--- src/rtl/ring_queue_pkg.sv ---
// Shared constants and helpers for the ring_queue block.
package ring_queue_pkg;

   localparam int DEFAULT_DATA_WIDTH = 8;
   localparam int DEFAULT_ADDR_WIDTH = 4;

   // Occupancy counter needs one extra bit so that "completely full" (DEPTH) is representable.
   function automatic int count_width(input int addr_width);
      return addr_width + 1;
   endfunction

endpackage : ring_queue_pkg

--- src/rtl/ring_queue_if.sv ---
// Push/pop handshake bundle between a producer/consumer and the ring_queue.
interface ring_queue_if
   import ring_queue_pkg::*;
#(
   parameter int DATA_WIDTH = DEFAULT_DATA_WIDTH
);

   logic                  in_valid;
   logic                  in_ready;
   logic [DATA_WIDTH-1:0] in_data;
   logic                  out_valid;
   logic                  out_ready;
   logic [DATA_WIDTH-1:0] out_data;

   // Producer/consumer side: offers pushes, accepts pops.
   modport master (
      output in_valid, in_data, out_ready,
      input  in_ready, out_valid, out_data
   );

   // Queue side.
   modport slave (
      input  in_valid, in_data, out_ready,
      output in_ready, out_valid, out_data
   );

endinterface : ring_queue_if

--- src/rtl/ring_queue_mem.sv ---
// Storage array for ring_queue: one synchronous write port, two combinational read ports.
module ring_queue_mem
   import ring_queue_pkg::*;
#(
   parameter int DATA_WIDTH = DEFAULT_DATA_WIDTH,
   parameter int ADDR_WIDTH = DEFAULT_ADDR_WIDTH
)(
   input  logic                  clk,
   input  logic                  wr_en,
   input  logic [ADDR_WIDTH-1:0] wr_addr,
   input  logic [DATA_WIDTH-1:0] wr_data,
   input  logic [ADDR_WIDTH-1:0] head_addr,
   output logic [DATA_WIDTH-1:0] head_data,
   input  logic [ADDR_WIDTH-1:0] peek_addr,
   output logic [DATA_WIDTH-1:0] peek_data
);

   logic [DATA_WIDTH-1:0] mem [2**ADDR_WIDTH];

   // Write the pushed entry at the write pointer.
   // NOTE: the array is deliberately not reset; entries are only ever read after being written,
   // and a reset port here would forbid mapping onto RAM/register-file primitives.
   // NOTE: sequential state is always assigned with <= so every reader sees pre-edge values.
   always_ff @(posedge clk) begin
      if (wr_en) mem[wr_addr] <= wr_data;
   end

   assign head_data = mem[head_addr];
   assign peek_data = mem[peek_addr];

endmodule : ring_queue_mem

--- src/rtl/ring_queue.sv ---
// Ring-buffer FIFO with occupancy flags, sticky overflow, flush and a registered peek port.
module ring_queue
   import ring_queue_pkg::*;
#(
   parameter int DATA_WIDTH  = DEFAULT_DATA_WIDTH,
   parameter int ADDR_WIDTH  = DEFAULT_ADDR_WIDTH,
   parameter int AFULL_LEVEL = (2**ADDR_WIDTH) - 2
)(
   input  logic                                 clk,
   input  logic                                 rst,
   input  logic                                 flush,
   ring_queue_if.slave                          q,
   input  logic                                 peek_en,
   input  logic [ADDR_WIDTH-1:0]                peek_off,
   output logic                                 peek_valid,
   output logic [DATA_WIDTH-1:0]                peek_data,
   output logic [count_width(ADDR_WIDTH)-1:0]   count,
   output logic                                 full,
   output logic                                 empty,
   output logic                                 almost_full,
   output logic                                 overflow
);

   localparam int              DEPTH     = 2**ADDR_WIDTH;
   localparam int              CW        = count_width(ADDR_WIDTH);
   localparam logic [CW-1:0]   DEPTH_CNT = CW'(DEPTH);
   localparam logic [CW-1:0]   AFULL_CNT = CW'(AFULL_LEVEL);

   logic [ADDR_WIDTH-1:0] wr_ptr;
   logic [ADDR_WIDTH-1:0] rd_ptr;
   logic [ADDR_WIDTH-1:0] peek_addr;
   logic [DATA_WIDTH-1:0] head_data;
   logic [DATA_WIDTH-1:0] peek_rd_data;
   logic                  push_acc;
   logic                  pop_acc;
   logic                  peek_hit;

   // Flags come straight from count, so an asynchronous reset of count forces them immediately.
   assign full        = (count == DEPTH_CNT);
   assign empty       = (count == '0);
   assign almost_full = (count >= AFULL_CNT);

   assign q.in_ready  = !full;
   assign q.out_valid = !empty;
   // Gate the head so stale or never-written storage is not exposed while empty.
   assign q.out_data  = empty ? '0 : head_data;

   // Flush wins over any traffic in the same cycle.
   assign push_acc  = q.in_valid  && !full  && !flush;
   assign pop_acc   = q.out_valid && q.out_ready && !flush;

   assign peek_addr = rd_ptr + peek_off;
   assign peek_hit  = peek_en && ({1'b0, peek_off} < count);

   ring_queue_mem #(
      .DATA_WIDTH (DATA_WIDTH),
      .ADDR_WIDTH (ADDR_WIDTH)
   ) u_mem (
      .clk       (clk),
      .wr_en     (push_acc),
      .wr_addr   (wr_ptr),
      .wr_data   (q.in_data),
      .head_addr (rd_ptr),
      .head_data (head_data),
      .peek_addr (peek_addr),
      .peek_data (peek_rd_data)
   );

   // Pointer, occupancy and sticky overflow bookkeeping.
   always_ff @(posedge clk or posedge rst) begin
      if (rst) begin
         wr_ptr   <= '0;
         rd_ptr   <= '0;
         count    <= '0;
         overflow <= 1'b0;
      end else if (flush) begin
         wr_ptr   <= '0;
         rd_ptr   <= '0;
         count    <= '0;
         overflow <= 1'b0;
      end else begin
         if (push_acc) wr_ptr <= wr_ptr + ADDR_WIDTH'(1);
         if (pop_acc)  rd_ptr <= rd_ptr + ADDR_WIDTH'(1);
         case ({push_acc, pop_acc})
            2'b10:   count <= count + CW'(1);
            2'b01:   count <= count - CW'(1);
            default: count <= count;
         endcase
         if (q.in_valid && full) overflow <= 1'b1;
      end
   end

   // Registered peek, evaluated against the pointers and count in effect before this edge.
   always_ff @(posedge clk or posedge rst) begin
      if (rst) begin
         peek_valid <= 1'b0;
         peek_data  <= '0;
      end else if (flush) begin
         peek_valid <= 1'b0;
         peek_data  <= '0;
      end else begin
         peek_valid <= peek_hit;
         peek_data  <= peek_hit ? peek_rd_data : '0;
      end
   end

endmodule : ring_queue

--- src/flat_wrapper.sv ---
// flat-port wrapper written by rule: the top's interface ports become plain ports
module ring_queue_flat import ring_queue_pkg::*;
#(
   parameter int DATA_WIDTH  = DEFAULT_DATA_WIDTH,
   parameter int ADDR_WIDTH  = DEFAULT_ADDR_WIDTH,
   parameter int AFULL_LEVEL = (2**ADDR_WIDTH) - 2
)
  (clk, rst, flush, peek_en, peek_off, peek_valid, peek_data, count, full, empty, almost_full, overflow, q_in_valid, q_in_data, q_out_ready, q_in_ready, q_out_valid, q_out_data);
  ring_queue_if #(.DATA_WIDTH(DATA_WIDTH)) q_i ();
  input  logic clk;
  input  logic rst;
  input  logic flush;
  input  logic peek_en;
  input  logic [ADDR_WIDTH-1:0] peek_off;
  output logic peek_valid;
  output logic [DATA_WIDTH-1:0] peek_data;
  output logic [count_width(ADDR_WIDTH)-1:0] count;
  output logic full;
  output logic empty;
  output logic almost_full;
  output logic overflow;
  input wire logic [$bits(q_i.in_valid)-1:0] q_in_valid;
  input wire logic [$bits(q_i.in_data)-1:0] q_in_data;
  input wire logic [$bits(q_i.out_ready)-1:0] q_out_ready;
  output wire logic [$bits(q_i.in_ready)-1:0] q_in_ready;
  output wire logic [$bits(q_i.out_valid)-1:0] q_out_valid;
  output wire logic [$bits(q_i.out_data)-1:0] q_out_data;
  assign q_i.in_valid = q_in_valid;
  assign q_i.in_data = q_in_data;
  assign q_i.out_ready = q_out_ready;
  assign q_in_ready = q_i.in_ready;
  assign q_out_valid = q_i.out_valid;
  assign q_out_data = q_i.out_data;
  ring_queue #(.DATA_WIDTH(DATA_WIDTH), .ADDR_WIDTH(ADDR_WIDTH), .AFULL_LEVEL(AFULL_LEVEL)) u_core (.clk(clk), .rst(rst), .flush(flush), .q(q_i), .peek_en(peek_en), .peek_off(peek_off), .peek_valid(peek_valid), .peek_data(peek_data), .count(count), .full(full), .empty(empty), .almost_full(almost_full), .overflow(overflow));
endmodule
--- config.mk ---
export PLATFORM = sky130hd
export DESIGN_NAME = ring_queue_flat
export DESIGN_NICKNAME = d
export VERILOG_FILES = /design/src/rtl/ring_queue_pkg.sv /design/src/rtl/ring_queue_if.sv /design/src/rtl/ring_queue_mem.sv /design/src/rtl/ring_queue.sv /design/src/flat_wrapper.sv
export SDC_FILE = /design/constraint.sdc
export NUM_CORES = 1
export LEC_CHECK = 0
export ABC_AREA = 1
export BUFFER_PORTS_ARGS = -buffer_cell sky130_fd_sc_hd__buf_2
export CORE_UTILIZATION = 35
export CTS_CLUSTER_DIAMETER = 100
export DETAILED_ROUTE_END_ITERATION = 6
export GPL_TIMING_DRIVEN = 0
export PLACE_DENSITY = 0.59
export RECOVER_POWER = 25
export SLEW_MARGIN = 20
export SYNTH_ARGS = -nofsm -noshare
export SYNTH_HDL_FRONTEND = slang
export SYNTH_SLANG_ARGS = --single-unit
--- constraint.sdc ---
create_clock -name clk -period 2.3 [get_ports clk]
set_input_delay 0.115 -clock clk [delete_from_list [all_inputs] [get_ports clk]]
set_output_delay 0.115 -clock clk [all_outputs]
set_load 0.01 [all_outputs]
# Yosys cells after proc, flatten, opt, wreduce, memory -nomap -nowiden
# Memories as Yosys holds them, arrays and structs flattened.
# Cells that the tools add are included.
# totals
inputBits	18
romBits	0
latch_bits	0
output_inout_bits	28
memories	1
ram_bits	128
wordCells	45
ff_bits	23
# memory_table
memory	words	width	read_ports	rd_ports_with_merged_regs	wr	line	source
u_core.u_mem.mem	16	8	2	0	1	ring_queue_mem.sv:18	logic [DATA_WIDTH-1:0] mem [2**ADDR_WIDTH];
# classes
mux	14
n_lt_le_gt_ge	2
reduce_logical	14
bitwise_logic	0
n_addsub	5
shifts	0
n_mul	0
eq_ne	3
div_mod_pow	0
# ops
cell	n
8-bit two-way mux	3
4-bit two-way mux	4
5-bit one-hot mux with 2 select lines	1
4-bit by 1-bit adder with 4-bit output, second input constant	2
1-bit logical AND	6
2-bit nonzero test	3
5-bit by 1-bit adder with 5-bit output, second input constant	1
5-bit == test, second input constant	1
5-bit by 4-bit >= comparator with 1-bit output, second input constant	1
5-bit zero test	1
4-bit by 5-bit less-than comparator with 1-bit output	1
1-bit two-way mux	5
5-bit two-way mux	1
5-bit by 1-bit subtractor with 5-bit output, second input constant	1
4-bit adder	1
1-bit zero test	3
3-bit nonzero test	1
2-bit by 1-bit == test with 1-bit output, second input constant	1
2-bit == test, second input constant	1

# Logic depth before layout (Yosys ltp)
# depth
depth_word	7
ltp_mapped	15
depth_no_buf	15

# By module
# From an unflattened synthesis, not the netlist that was laid out.
# hier_totals
hier_cells	1012
area_unflattened_um2	8374.3
# by_module_without_submodules
module	area_per_inst_um2	cells_each	instances
ring_queue_mem	6939.2	835	1
ring_queue	1435.1	177	1

# Least setup slack after synthesis
# Ideal clock, no wire load.
# synth_path
path_type	flip-flop to flip-flop
from	reg u_core.rd_ptr[1]
to	reg u_core.peek_data[4]
path_stages_with_launch	12
arrival_ps	2137
synth_period_minus_slack_ps	2209
required_time_ps	2228
path_slack_ps	91
path_buffers	3
path_cell_list	dfrtp_1 inv_1 clkbuf_1 fa_1 buf_2 buf_1 o211ai_1 o21ai_1 nand2_1 o21ai_0 mux2_2 nor2_1
# synth_between
elab_chain_len	4
# synth_rtl
item	line	source
start, declared	ring_queue.sv:30	logic [ADDR_WIDTH-1:0] rd_ptr;
start signal, assigned	ring_queue.sv:83	if (pop_acc) rd_ptr <= rd_ptr + ADDR_WIDTH'(1);
4-bit adder	ring_queue.sv:52	assign peek_addr = rd_ptr + peek_off;
memory read 16 x 8 bit	--	
8-bit two-way mux	ring_queue.sv:103	peek_data <= peek_hit ? peek_rd_data : '0;
8-bit two-way mux	ring_queue.sv:98	end else if (flush) begin
end signal, assigned	ring_queue.sv:103	
end, declared	ring_queue.sv:16	output logic [DATA_WIDTH-1:0] peek_data,
# No other way between the ends.
# A chain may end at the register's enable or synchronous reset.

# Final worst setup path
# layout_path
from	reg u_core.rd_ptr[0]
to	reg u_core.peek_data[4]
# The elaborated chain is that of the path after synthesis.

==> summary.md <==
| Metric | Value |
|---|---|
| Hpwl dp | 18500 um |
| CP startpoint | u_core.rd_ptr[0] |
| Max_cap viols | 0 |
| DR iter-0 viols | 831 |
| RSZ-0062 raised after global routing | true |
| Worst r2r path cells | 11 |
| Mean area per synthesized cell | 9.58 sq um |
| Area delta synth->final | 21.4% |
| # IOs | 46 |
| Yosys warns | 0 |
| Largest family of logic cells by synthesized area | compound AO/OA/AOI/OAI gates |
| Share of cells above drive strength 1 | 22.4% |
| GRT Overall Usage | 24.0% |
| Mapped Cells | 818 |
| CP Launch Type | flop |
| Crit-path max cell delay | 0.46 ns |
| Post-route ant nets | 0 |
| Fin crit share | 103% |
| Critical Path RT | 2.67 ns |
| Top cell type's share of synthesized area | 49.0% |
| Reg clk slew, reported paths | 0.06 ns |
| R2R Setup Slk | -0.06 ns |
| Worst slew margin | 31.8% |
| TritonRoute pass-1 iters | 7 |
| Slew @ Worst Pin | 1.02 ns |
| R2R Path Start | u_core.rd_ptr[0] |
| F_max | 0.423 GHz |
| Multi-input gate area | 3070 sq um |
| Clk root buf | clkbuf_16 |
| First-pass GRT wire length | 38800 um |
| H-tree depth | 4 |
| Synth cell types | 38 |
| Rows | 54 |
| DRC | 7 |
| Worst hold path class | primary input to flop |
| Clk Latency, worst-skew pair | 0.44 ns |
| Synth Area in XOR/XNOR | 0.543% |
| Compound-Gate Fraction of Synth Area | 20.0% |
| Core Box Area | 21900 sq um |
| Register area | 4420 sq um |
| CP Depth | 11 |
| Ant. Diodes | 0 |
| Worst Path Buf+Inv | 3 |
| Arr. time, crit path | 2.73 ns |
| Area share of fa/ha/maj cells after synthesis | 2.33% |
| Most Crowded Layer GR | met2 |
| Die W | 152 um |
| Initial Utilization | 35.8% |
| Die area | 23000 sq um |
| Grt ovf | 0 |
| Total CTS buffers | 17 |
| #FFs+latches synth | 151 |
| Cell family with most CP delay | adder cells |
| Power, Total | 12.1 mW |
| Port Buffer Count | 45 |
| Leading cell types in the layout, fill and taps excluded | edfxtp_1, nand2_1, inv_1 |
| Routing usage on met2 | 37.4% |
| Endpoints failing hold | 0 |
| Crit-path cells | ha_4, inv_2, fa_1, buf_6, buf_6, o211ai_1, o21ai_1, nand2_1, o21ai_0, mux2_4, nor2_1 |
| Worst path slowest cell | dfrtp_2 |
| Via count | 6763 |
| Clock sink total | 151 |
| Worst Hold Path EP | u_core.overflow |
| Grt met3 use | 5.39% |
| Hold path cells | 3 |
| Post-synthesis mux area share | 1.15% |
| FF-to-FF End | u_core.peek_data[4] |
| Ranking of synthesized cells by area | edfxtp_1, dfrtp_1, a21oi_1 |
| TritonCTS clock tree | done |
| Deepest clock path buffer count | 2 |
| Worst-path fanout max | 10 |
| Worst Setup End Kind | flop |
| Initial antenna violation count | 0 |
| Cell taking the most area after synthesis | edfxtp_1 |
| Setup violations, final | 9 |
| Fill cell count | 2143 |
| Critical path type | flop to flop |
| Largest net degree at the start of global routing | 24 |
| Status | finished, violations left |
| Fin nets | 929 |
| Vias per cell | 5.68 |
| Wire per inst | 22.2 um |
| Setup TNS | -0.359 ns |
| Sequential-to-total area share from yosys stat | 56.4% |
| Vias in the first global route | 6323 |
| Pleak | 3.75 nW |
| Routing usage on met1 | 32.6% |
| Synthesized area | 7840 sq um |
| CP most frequent cell | buf_6 |
| Max Clock Skew | 0.0124 ns |
| Worst setup margin | -0.0615 ns |
| Drt total wl | 26500 um |
| Hold Startpoint | q_in_valid |
| Post-synth net total | 850 |
| Failing checks | design-rule violations, negative setup slack |
| Minimum clock period | 2.36 ns |
| Most common cell after layout, fill and taps aside | edfxtp_1 |
| Post-synthesis simple-gate area fraction | 12.5% |
| Die Y | 152 um |
| Maximum VDD drop | 0.000603 V |
| Final Slew Violations | 0 |
| Final GP Congestion | 1.00 |
| Pwr per Cell Area | 1270 nW/um^2 |
how the worst max path moves through the flow:
| stage | end | slack (ns) |
|---|---|---|
| detailed placement | u_core.peek_data[6] | -0.82 |
| global placement | u_core.peek_data[3] | -0.78 |
| global route | u_core.peek_data[6] | -0.13 |
| floorplan | u_core.peek_data[4] | 0.09 |
| CTS | u_core.peek_data[6] | -0.04 |
| finish | u_core.peek_data[4] | -0.06 |
power by group:
group	total (mW)	switching, mW	internal (mW)
Clock	2.86	1.23	1.63
Combinational	6.02	3.87	2.14
Sequential	3.22	0.124	3.10
cells in the mapped netlist (all sizes together):
master / number
a211oi: 22
a21oi: 82
buf: 22
clkbuf: 28
clkinv: 1
dfrtp: 23
edfxtp: 128
fa: 1
ha: 13
inv: 90
mux2: 8
nand2: 92
nand3: 28
nand3b: 1
nor2: 101
nor3: 2
o211ai: 32
o21a: 17
o21ai: 115
o21bai: 1
o22ai: 6
o31ai: 1
xnor2: 3
xor2: 1
area by class of cell:
class | count | share of cell area [%]
Buffer | 50 | 4.30
Clock buffer | 18 | 4.51
Clock inverter | 14 | 1.68
Inverter | 91 | 3.64
Multi-Input combinational cell | 526 | 32.2
Sequential cell | 151 | 46.4
Tap cell | 280 | 3.68
Timing Repair Buffer | 60 | 3.52
flip-flops by register name, summed over array words and instances (netlist names):
| signal | flops |
|---|---|
| u_core.u_mem.mem | 128 |
| u_core.peek_data | 8 |
| u_core.count | 5 |
| u_core.rd_ptr | 4 |
| u_core.wr_ptr | 4 |
| u_core.overflow | 1 |
| u_core.peek_valid | 1 |
timing repair:
| action | in CTS | in global routing |
|---|---|---|
| endpoints found under the setup margin | 16 | 113 |
| buffers inserted | 4 | 6 |
| hold buffers | 4 | 0 |
| endpoints found under the hold margin | 25 | 0 |
| cloned | 0 | 2 |
| resized for setup | 97 | 86 |
| pin swaps | 9 | 16 |
kinds of logic after synthesis:
group / count (synthesis)
flops: 151
mux: 8
fa+ha+maj: 14
buf+inv: 141
compound gates: 276
simple gates: 224
xor+xnor: 4
metal layers:
layer  up-vias  share of wire, %
met2       415                45
met5         -                 0
met1      3258                43
li1       3020                 -
met4         0               3.0
met3        70               9.4
per-stage QoR:
step                      setup slack (ns)  utilization, %  hold WS [ns]  area [sq um]  std cells
after floorplan                     0.0908               -         0.117          7840        818
after global placement              -0.780            38.4         0.353          8420       1143
after detailed placement            -0.817            38.4         0.367          8420       1143
after CTS                          -0.0424            42.5       0.00787          9300       1183
after global routing                -0.130            43.5        0.0219          9520       1190
final                              -0.0615            43.5        0.0146          9520       1190
worst min-delay path, stage by stage:
cell and delay [ns]:
buf_2 0.14, a21oi_1 0.08, nor2_1 0.07
Power figures use the tool's default switching activity.
